File: config.mk
export PLATFORM = sky130hd
export DESIGN_NAME = reset_sequencer
export DESIGN_NICKNAME = d
export VERILOG_FILES = /design/src/rtl/reset_sequencer.sv
export SDC_FILE = /design/constraint.sdc
export NUM_CORES = 1
export LEC_CHECK = 0
export ABC_AREA = 0
export BUFFER_PORTS_ARGS = -buffer_cell sky130_fd_sc_hd__buf_2
export CORE_MARGIN = 3
export CORE_UTILIZATION = 32
export CTS_BUF_LIST = sky130_fd_sc_hd__clkbuf_4 sky130_fd_sc_hd__clkbuf_8
export DETAILED_ROUTE_END_ITERATION = 8
export PLACE_DENSITY = 0.53
export SYNTH_ARGS = -nofsm -noshare
export SYNTH_HDL_FRONTEND = slang
export SYNTH_SLANG_ARGS = --single-unit
File: constraint.sdc
create_clock -name clk -period 4.7 [get_ports clk]
set_input_delay 0.705 -clock clk [delete_from_list [all_inputs] [get_ports clk]]
set_output_delay 0.705 -clock clk [all_outputs]
set_load 0.005 [all_outputs]
File: src/rtl/reset_sequencer.sv
// rtl/reset_sequencer.sv - staged release of downstream reset domains with acknowledge timeout
module reset_sequencer #(
   parameter int NSTAGE   = 3,
   parameter int HOLD_CYC = 4,
   parameter int GAP_CYC  = 2,
   parameter int TIMEOUT  = 16
) (
   input  logic              clk,
   input  logic              irstn,
   input  logic              ireset,
   input  logic [NSTAGE-1:0] istage_ack,
   output logic [NSTAGE-1:0] orst_n,
   output logic [2:0]        ostage,
   output logic              odone,
   output logic              oerr
);

   // One counter serves the hold, gap and timeout intervals, so size it for the largest
   localparam int MAXAB = (HOLD_CYC > GAP_CYC) ? HOLD_CYC : GAP_CYC;
   localparam int MAXV  = (MAXAB > TIMEOUT) ? MAXAB : TIMEOUT;
   localparam int CW    = (MAXV > 1) ? $clog2(MAXV) : 1;

   localparam logic [CW-1:0] HOLD_LAST = CW'(HOLD_CYC - 1);
   localparam logic [CW-1:0] GAP_LAST  = CW'(GAP_CYC - 1);
   localparam logic [CW-1:0] TO_LAST   = CW'(TIMEOUT - 1);
   localparam logic [2:0]    LAST_STG  = 3'(NSTAGE - 1);

   typedef enum logic [2:0] {
      S_HOLD,
      S_WAIT,
      S_GAP,
      S_DONE,
      S_ERR
   } state_t;

   state_t            r_state;
   logic [CW-1:0]     r_cnt;
   logic [NSTAGE-1:0] r_rst_n;
   logic [2:0]        r_stage;
   logic              r_done;
   logic              r_err;

   logic              w_ack_sel;
   logic [NSTAGE-1:0] w_next_mask;

   // Pick the acknowledge of the awaited domain and the release mask of the following one
   always_comb begin
      w_ack_sel   = 1'b0;
      w_next_mask = '0;
      for (int k = 0; k < NSTAGE; k++) begin
         if (r_stage == 3'(k)) begin
            w_ack_sel = istage_ack[k];
         end
         if (r_stage + 3'd1 == 3'(k)) begin
            w_next_mask[k] = 1'b1;
         end
      end
   end

   // Sequencer FSM: hold all domains, then release one at a time waiting for each acknowledge
   always_ff @(posedge clk) begin
      if (!irstn || ireset) begin
         r_state <= S_HOLD;
         r_cnt   <= '0;
         r_rst_n <= '0;
         r_stage <= 3'd0;
         r_done  <= 1'b0;
         r_err   <= 1'b0;
      end else begin
         case (r_state)
            S_HOLD: begin
               if (r_cnt == HOLD_LAST) begin
                  r_rst_n[0] <= 1'b1;
                  r_stage    <= 3'd0;
                  r_cnt      <= '0;
                  r_state    <= S_WAIT;
               end else begin
                  r_cnt <= r_cnt + 1'b1;
               end
            end
            S_WAIT: begin
               // An acknowledge landing on the expiry edge still counts as success
               if (w_ack_sel) begin
                  if (r_stage == LAST_STG) begin
                     r_done  <= 1'b1;
                     r_state <= S_DONE;
                  end else begin
                     r_cnt   <= '0;
                     r_state <= S_GAP;
                  end
               end else if (r_cnt == TO_LAST) begin
                  r_err   <= 1'b1;
                  r_rst_n <= '0;
                  r_state <= S_ERR;
               end else begin
                  r_cnt <= r_cnt + 1'b1;
               end
            end
            S_GAP: begin
               if (r_cnt == GAP_LAST) begin
                  r_rst_n <= r_rst_n | w_next_mask;
                  r_stage <= r_stage + 3'd1;
                  r_cnt   <= '0;
                  r_state <= S_WAIT;
               end else begin
                  r_cnt <= r_cnt + 1'b1;
               end
            end
            S_DONE: begin
               r_state <= S_DONE;
            end
            S_ERR: begin
               r_state <= S_ERR;
            end
            default: begin
               r_state <= S_HOLD;
            end
         endcase
      end
   end

   assign orst_n = r_rst_n;
   assign ostage = r_stage;
   assign odone  = r_done;
   assign oerr   = r_err;

endmodule

* Word level (Yosys, flattened, before mapping) *
Index checks and enable logic that the tools add are counted.

word-level totals
  RAM bits = 0
  ROM bits = 0
  logic and storage cells = 71
  bits in latches = 0
  bits of input ports = 6
  register bits = 15
  output and inout bits = 8
  memories = 0

cells by class
  multiplexer cells = 27
  divide/modulo/power cells = 0
  magnitude comparators = 0
  multiply operators = 0
  equality and inequality tests = 18
  reduce and logical (&&, ||, !) cells = 15
  $add $sub $neg = 2
  shift-type cells = 0
  bitwise operators = 2

operators by type and width
  operator               number
  $mux W3                9
  $mux W4                5
  $pmux W3 S5            1
  $reduce_and A3 Y1      5
  $eq A3 B2 Y1 const B   4
  $pmux W4 S3            1
  $eq A3 B1 Y1 const B   3
  $logic_not A3 Y1       3
  $ne A3 B3 Y1 const B   3
  $mux W1                8
  $ne A2 B2 Y1 const B   4
  $pmux W3 S2            1
  $reduce_and A5 Y1      1
  $add A4 B1 Y4 const B  1
  $eq A4 B1 Y1 const B   1
  $eq A4 B2 Y1 const B   1
  $eq A4 B4 Y1 const B   1
  $pmux W2 S2            1
  $reduce_and A4 Y1      1
  $reduce_bool A2 Y1     2
  $add A3 B1 Y3 const B  1
  $eq A3 B3 Y1 const B   1
  $or A3 B3 Y3           1
  $pmux W1 S3            1
  4 further kinds        4

* Longest topological paths before layout *
Gate-level depths: netlist (run 1).

  depth in word-level cells = 6
  mapped depth = 7
  depth with buffers taken out = 7

* Worst setup path before layout (run 1) *
No wires, ideal clock.

  path type = register -> register
  from = register r_stage[1], in the netlist ostage[1]
  to = register r_cnt[2]
  clock period less this slack = 1.832 ns
  path buffers = 0
  setup time = 0.127 ns
  arrival = 1.705 ns
  path slack = 2.868 ns
  data required time = 4.573 ns
  stages on the path, launching flop included = 8
  path through = dfxtp_1 > inv_1 > ha_1 > nand3b_4 > a211o_1 > a311o_1 > a21oi_1 > o22ai_1

between the ends
  word-level cells in the longest chain between the ends = 6
  elaborated cells between the ends (all ways) = 11
  classes of those cells = eq/ne: 4; mux: 5; reduce/logical: 2

RTL lines
  what                                                        line  source
  start: declaration                                          39    logic [2:0] r_stage;
  start signal: assignment                                    102   r_stage <= r_stage + 3'd1;
  $logic_not A3 Y1                                            51    if (r_stage == 3'(k)) begin
  $mux W1 (3 in series)                                       51
  $ne A3 B3 Y1 (no line) or $mux W4 (tied branches)           --
  $reduce_and A3 Y1 (no line) or $pmux W4 S3 (tied branches)  --
  end signal: assignment                                      78    r_cnt <= r_cnt + 1'b1;
  end signal: assignment                                      96    r_cnt <= r_cnt + 1'b1;
  end signal: assignment                                      106   r_cnt <= r_cnt + 1'b1;
  end: declaration                                            37    logic [CW-1:0] r_cnt;

Parallel ways exist; a longest one is shown, timed or not.
A chain may end at the register's enable or synchronous reset.

* Worst setup path in the final report (run 1) *
  from = register r_stage[1], in the netlist ostage[1]
  to = register r_cnt[1]

The elaborated chain is that of the path after synthesis.

==> results of run 1 <==
## cells in the mapped netlist, types with 3 or more instances
master,count
a21oi_1,13
dfxtp_1,15
inv_1,6
o21ai_0,6
nor2b_1,3
nand2b_1,5
nor3_1,5
nand2_1,11
ha_1,7
nor2_1,14
## per-layer routing
layer,vias up,wire length (um)
li1,467,-
met4,0,21
met2,25,1006
met1,413,1124
met5,-,0
met3,4,112
## area by class of cell
class                   count  area (um2)
fillers                   287        1733
multi-input cells          97       641.9
flip-flops and latches     15       300.3
repair buffers             13       65.06
well taps                  31       38.79
clock buffers               3       22.52
inverters                   6       22.52
clock inverters             1       5.005
## critical path, stage by stage (launching register included)
cell,delay [ps]
dfxtp_1,450
inv_1,100
ha_1,240
nand3b_4,190
a211o_1,260
a311o_1,440
nand3b_4,190
a21oi_2,110
## cells by family after synthesis
group | after synthesis | share of synthesized area (%)
compound gates | 38 | 26.12
fa+ha+maj | 7 | 8.917
buf+inv | 10 | 4.077
flops | 15 | 30.57
mux | 1 | 1.146
simple gates | 51 | 29.17
## final timing paths
path | end | depth (start not counted)
worst max-delay path | r_cnt[1] | 7
worst min-delay path | odone | 2
worst max register to register | r_cnt[1] | 7
worst min register to register | odone | 2
## state kept, by name, summed over array words and instances, names as in the netlist
| register | cells |
|---|---|
| orst_n | 3 |
| odone | 1 |
| r_cnt | 4 |
| r_state | 3 |
| ostage | 3 |
| oerr | 1 |
## power by group
part           switching [W]  internal (W)  total [W]
clock network      0.0000466     0.0000317  0.0000783
logic             0.00000872    0.00000676  0.0000155
registers         0.00000123      0.000128   0.000129
## metrics by stage
| step | hold WS, ps | cells | cell area [um2] | setup WS, ps | util, % |
|---|---|---|---|---|---|
| after floorplan | 460.4 | 122 | 982.2 | 2868 | - |
| after global placement | 457.4 | 162 | 1069 | 2707 | 37.77 |
| after detailed placement | 463.7 | 162 | 1069 | 2683 | 37.77 |
| after CTS | 488.8 | 166 | 1096 | 2667 | 38.74 |
| after global routing | 501.1 | 166 | 1096 | 2523 | 38.74 |
| final | 479.1 | 166 | 1096 | 2657 | 38.74 |
==> flow_summary.toml, run 1 <==
[outcome]
status = "completed"

[drt]
drt_iter0_markers = 31
wl_per_cell_um = 13.64
vias_per_cell = 5.476
drt_wl_total_mm = 2.264
detail-route-antenna-nets = 0
firstDrtPassIters = 4
drc = 0
via_count = 909

[finish]
mostFrequentLayoutCell = "dfxtp_1"
n_antenna_cell = 0
nNetsFinal = 149
area_growth_pct = 11.59
final_layout_size_suffix_gt1_share_pct = 17.78
most-common-layout-cells = "15 x dfxtp_1, 14 x nor2_1, 13 x a21oi_1, 13 x buf_2, 11 x nand2_1"

[floorplan]
fp-row-count = 19
die_x_um = 61.40
die_h_um = 61.40
die_area_um2 = 3770
core_um2 = 2829
start_util_pct = 34.72
pin_count = 14

[global_route]
grt_use_met1_pct = 18.69
met3_usage_pct = 3.983
antenna_found_initial = 0
met2_usage_pct = 20.39
grt_max_degree = 14
grt_pass1_vias = 795
grt_overflow = 0
grtUsageTotal_pct = 13.34
grt_pass1_wl_mm = 3.726
busiest_layer = "met2"

[synth]
yosys.area.top_type = "dfxtp_1"
seq_area_frac_synth_pct = 30.57
netlist.area_leader.share_pct = 30.57
syn_nets = 135
synth-main-ff-cell = "dfxtp_1"
async_flop_share_pct = 0
synth-seq-cells = 15
yosysWarnings = 0
syn_avg_cell_area_um2 = 8.051
synthTopCellsByArea = "dfxtp_1 31%, ha_1 8.9%, a21oi_1 6.6%, nor2_1 5.4%, nand2_1 4.2%"
synth_edf_count = 0
synth_cell_type_count = 36
syn-cell-area_um2 = 982.2
syn_inst = 122

[sta]
tightest_slew_ps = 532.4
finalSetupTns_ps = 0
rsz0062_at_grt = "false"
fin_skew_ps = 3.468
max_slew_margin_pct = 64.50
setup_viol = 0
fin_crit_ps = 2043
max_freq_mhz = 489.6
drv_slew = 0
period_share_pct = 43.46
finalHoldViolations = 0

[power]
powerDensity_nw_per_um2 = 203.5
p_leak_nw = 0.4320
peakVddDrop_mv = 0.1481
finalPower_w = 0.0002230

[placed_design]
io_buffers = 13
post-dp-hpwl_mm = 1.722
globalplace.congestion = 0.8154

[critical_path]
r2r_slack_ps = 2660
critPathMaxFanout = 6
critPathArrivalTime_ps = 2270
cp_data_required_time_ps = 4930
end_kind = "flop"
startpoint = "ostage[1]"
worstSetupPathType = "flop to flop"
r2r_start = "ostage[1]"
cp-start-kind = "flop"

[cts]
cts.htree.levels = 1
insertion_delay_ps = 290
cts.reportedPaths.clkPinSlew_ps = 100
clock_sinks = 15
cts_tree = "done"
clockBufferDepth = 2
post_cts_buffers = 0
numCtsBuffers = 3
clock-root-buffer = "clkbuf_4"
cts_hold_buf = 0
cts_resized = 0

[min_path]
hold_class = "flop to flop"
min_from = "odone"

[run]
cap_violations = 0
No activity file was read; power rests on OpenSTA's default activity.
==> run 2: changes to the inputs <==
- ABC_AREA: 0 -> 1
- PLACE_DENSITY: 0.53 -> 0.55
- clock period: 4.7 -> 1.8 ns (I/O delays scaled with it)
==> flow_summary.toml, run 2 <==
[synth]
syn_inst = 138
synth_cell_type_count = 24
netlist.area_leader.share_pct = 31.70
syn_avg_cell_area_um2 = 6.863
synth.most_common_cell = "nand2_1"
synthTopCellsByArea = "dfxtp_1 32%, nand2_1 10%, ha_1 9.2%, inv_1 7.9%, nor2_1 5.9%"
yosysWarnings = 0
synth-main-ff-cell = "dfxtp_1"
synth-seq-cells = 15
yosys.area.top_type = "dfxtp_1"
synth_edf_count = 0
seq_area_frac_synth_pct = 31.70
syn_nets = 151
yosys-top-cells-count = "26 x nand2_1, 20 x inv_1, 15 x dfxtp_1, 15 x nor2_1"
syn-cell-area_um2 = 947.2
async_flop_share_pct = 0

[sta]
finalHoldViolations = 0
setup_viol = 0
period_share_pct = 85.94
finalSetupTns_ps = 0
fin_skew_ps = 0.7191
drv_slew = 0
tightest_slew_ps = 337.5
timing.final.ws_setup_ps = 253.0
rsz0062_at_grt = "false"
fin_crit_ps = 1547
max_freq_mhz = 646.4
max_slew_margin_pct = 77.21

[critical_path]
critPathTopFamily = "simple AND/OR/NAND/NOR gates"
crit_path_top_delay_cell = "dfxtp_2"
end_kind = "flop"
worstSetupPathType = "flop to flop"
critPathMaxFanout = 6
cp-start-kind = "flop"
cp_data_required_time_ps = 1980
worstPathCellList = "inv_1, ha_1, nor2_1, nand3_1, nand2_1, nand2_2, nand2_1, nand2_1, nand2_1, a21oi_1"
critPathArrivalTime_ps = 1730
max_stage_delay_ps = 390
path_common_cell = "nand2_1"
path_buf_inv = 1

[global_route]
grtUsageTotal_pct = 13.09
grt_overflow = 0
grt_pass1_vias = 815
grt_pass1_wl_mm = 3.567
grt_max_degree = 11
antenna_found_initial = 0

[drt]
detail-route-antenna-nets = 0
drt_iter0_markers = 29
drc = 0
drt_wl_total_mm = 2.024
via_count = 892
vias_per_cell = 4.770
firstDrtPassIters = 4
wl_per_cell_um = 10.82

[cts]
cts.htree.levels = 1
clock_sinks = 15
insertion_delay_ps = 290
clockBufferDepth = 2
cts_tree = "done"
clock-root-buffer = "clkbuf_4"
cts.reportedPaths.clkPinSlew_ps = 90
cts_hold_buf = 0
numCtsBuffers = 3

[floorplan]
start_util_pct = 34.05
die_h_um = 60.41
core_um2 = 2781
fp-row-count = 19
die_x_um = 60.41
pin_count = 14
die_area_um2 = 3649

[finish]
final_layout_size_suffix_gt1_share_pct = 23.08
nNetsFinal = 170
mostFrequentLayoutCell = "nand2_1"
area_growth_pct = 15.46
regMostFlops = "r_cnt"
n_antenna_cell = 0
most-common-layout-cells = "26 x nand2_1, 20 x inv_1, 15 x nor2_1"
finalInstanceArea_um2 = 1094
largest_reg_flops = 4

[placed_design]
post-dp-hpwl_mm = 1.610
io_buffers = 13
globalplace.congestion = 0.8580
post_dp_cell_area_um2 = 1059
dp_slack_ps = 149.6

[power]
powerDensity_nw_per_um2 = 524.3
p_leak_nw = 0.5140
peakVddDrop_mv = 0.4024

[min_path]
hold_class = "input port to flop"

[outcome]
status = "completed"

[run]
cap_violations = 0
run 2: cell count changes after synthesis, moves of 3 or more:
cell	previous run	this run
inv_1	6	20
inv_2	0	3
nand2_1	11	26
nand2_2	0	3
nand2b_1	5	0
nand3_1	2	11
nor2_2	0	3
nor2b_1	3	0
nor3_1	5	0
run 2: per-stage QoR:
stage	instances	hold WS, ps	utilization, %	power [W]
floorplan	138	444.2	-	0.0003681
global placement	183	435.8	38.06	0.0003806
detailed placement	183	439.4	38.06	0.0003814
CTS	187	362.8	39.05	0.0005813
global route	187	384.7	39.32	0.0005992
finish	187	362.5	39.32	0.0005733
run 2: final cells by class:
cell class	instances	area (um2)
fillers	318	1688
multi-input cells	99	561.8
flip-flops and latches	15	302.8
inverters	24	90.09
repair buffers	14	72.57
well taps	31	38.79
clock buffers	3	22.52
clock inverters	1	5.005
run 2: cell families after synthesis:
group | share of synthesized area, %
adders and majority gates | 9.247
xor gates and xnor gates | 1.850
DFF | 31.70
buffers and inverters | 9.511
and+or+nand+nor | 33.29
AOI/OAI and AO/OA | 14.40
run 2: path summary, 6_finish.rpt:
kind	endpoint	from	cells past startpoint	slack (ps)
setup reg to reg	r_cnt[1]	ostage[0]	10	250
setup / recovery	r_cnt[1]	ostage[0]	10	250
hold reg to reg	orst_n[1]	orst_n[1]	2	450
hold / removal	orst_n[0]	ireset	5	360
run 2: worst reg2reg max path: stages (launching register included):
cell and delay (ps):
dfxtp_2 390, inv_1 90, ha_1 220, nor2_1 90, nand3_1 120, nand2_1 130
nand2_2 90, nand2_1 60, nand2_1 100, nand2_1 100, a21oi_1 60
run 2: where the power goes:
| part | internal (W) | switching, W | total [W] | leakage, nW |
|---|---|---|---|---|
| Clock | 0.0000827 | 0.000117 | 0.000200 | 0.0177 |
| Combinational | 0.0000155 | 0.0000208 | 0.0000362 | 0.374 |
| Sequential | 0.000334 | 0.00000293 | 0.000337 | 0.122 |
| Total | 0.000432 | 0.000141 | 0.000573 | 0.514 |
run 2: routing by layer:
metal	vias to the layer above	global-route usage [%]	share of wire (%)
met5	-	0	0
met4	0	2.848	0.54
met3	2	4.468	6.1
met2	21	20.68	46
met1	393	17.36	48
li1	476	-	-
run 2: repair_timing:
item,in CTS,in global routing
setup buffers,0,0
endpoints found under the setup margin,0,5
resized for setup,0,3
==> run 3: changes to the inputs <==
- CORE_ASPECT_RATIO: default -> 1.75
==> flow_summary.toml, run 3 (synthesis gave the netlist of run 2 again) <==
[outcome]
status = "completed"

[placed_design]
dp.cells = 179
globalplace.congestion = 0.8486
io_buffers = 13
post-dp-hpwl_mm = 1.789

[floorplan]
die_x_um = 47.13
fp-row-count = 25
pin_count = 14
die_h_um = 77.97
die_area_um2 = 3674
core_um2 = 2753
start_util_pct = 34.41

[cts]
insertion_delay_ps = 250
cts_tree = "done"
clock-root-buffer = "clkbuf_8"
clockBufferDepth = 2
cts_resized = 0
clock_sinks = 15
cts.reportedPaths.clkPinSlew_ps = 60
numCtsBuffers = 3
cts_hold_buf = 0
post_cts_buffers = 0
cts.htree.levels = 1

[sta]
finalHoldViolations = 0
finalSetupTns_ps = 0
tightest_slew_ps = 353.9
fin_crit_ps = 1644
fin_skew_ps = 1.967
max_freq_mhz = 608.5
drv_slew = 0
rsz0062_at_grt = "false"
max_slew_margin_pct = 76.11
period_share_pct = 91.31
setup_viol = 0

[drt]
drc = 0
via_count = 901
wl_per_cell_um = 11.64
drt_wl_total_mm = 2.130
firstDrtPassIters = 4
vias_per_cell = 4.923
detail-route-antenna-nets = 0
drt_iter0_markers = 20

[power]
finalPower_w = 0.0006521
p_leak_nw = 0.5206
peakVddDrop_mv = 0.5650
powerDensity_nw_per_um2 = 592.9

[global_route]
grt_overflow = 0
grt_max_degree = 11
antenna_found_initial = 0
grtUsageTotal_pct = 13.07
grt_pass1_vias = 890
grt_pass1_wl_mm = 3.629

[finish]
mostFrequentLayoutCell = "nand2_1"
largest_reg_flops = 4
final_layout_size_suffix_gt1_share_pct = 21.15
n_antenna_cell = 0
area_growth_pct = 16.12
final_util_pct = 39.95
regMostFlops = "r_cnt"
fin_cells = 183
most-common-layout-cells = "26 x nand2_1, 20 x inv_1, 15 x nor2_1, 15 x dfxtp_1, 13 x buf_2"
nNetsFinal = 170

[critical_path]
reg2reg_to = "orst_n[0]"
r2r_start = "ostage[0]"
worstSetupEndpoint = "orst_n[0]"
critPathMaxFanout = 6
worstSetupPathType = "flop to flop"
cp-start-kind = "flop"
startpoint = "ostage[0]"
critPathArrivalTime_ps = 1790
end_kind = "flop"
cp_data_required_time_ps = 1950
r2r_slack_ps = 160
reg2regPathDepth = 10

[min_path]
hold_class = "input port to flop"

[run]
cap_violations = 0
-- run 3: layout make-up --
| class | instances | area (um2) |
|---|---|---|
| clock buffer | 3 | 41.29 |
| inverter | 24 | 90.09 |
| fill | 317 | 1653 |
| multi-input combinational | 99 | 556.8 |
| timing repair buffer | 14 | 72.57 |
| tap | 27 | 33.78 |
| clock inverter | 1 | 5.005 |
| sequential | 15 | 300.3 |
-- run 3: report_power, final --
group	internal (W)	switching, W	total, W	leakage (nW)
clock network	0.000153	0.000126	0.000279	0.0255
logic	0.0000154	0.0000204	0.0000358	0.374
registers	0.000334	0.00000300	0.000337	0.121
total	0.000503	0.000149	0.000652	0.521
-- run 3: critical path, cell delays in order, from the launching register on --
cell     delay (ps)
dfxtp_1         410
inv_1           110
ha_1            220
nand3_1         200
nand2_1         130
nand2_2         110
nand2_1          60
nor2_1          150
nand2_1          70
nand2_1          60
nor2_1           30
-- run 3: stage by stage --
stage	setup WS [ps]	area (um2)	hold WS (ps)
after floorplan	347.0	947.2	444.2
after global placement	178.3	1054	433.4
after detailed placement	143.8	1054	438.2
after CTS	133.9	1100	413.0
after global routing	13.53	1100	446.0
final	156.5	1100	411.9
-- run 3: worst min path at each step --
stage | to | slack (ps) | depth (start not counted) | startpoint
detailed placement | oerr | 440 | 2 | oerr
global route | r_state[1] | 450 | 5 | ireset
CTS | orst_n[0] | 410 | 5 | ireset
finish | orst_n[0] | 410 | 5 | ireset
global placement | oerr | 430 | 2 | oerr
floorplan | orst_n[1] | 440 | 2 | orst_n[1]
-- run 3: metal layers --
layer	wire (um)	vias to the layer above	share of wire (%)	global-route usage [%]
met3	65	6	3.1	1.624
met5	0	-	0	0
li1	-	475	-	-
met4	43	0	2.0	5.817
met1	838	403	39	13.03
met2	1183	17	56	24.39
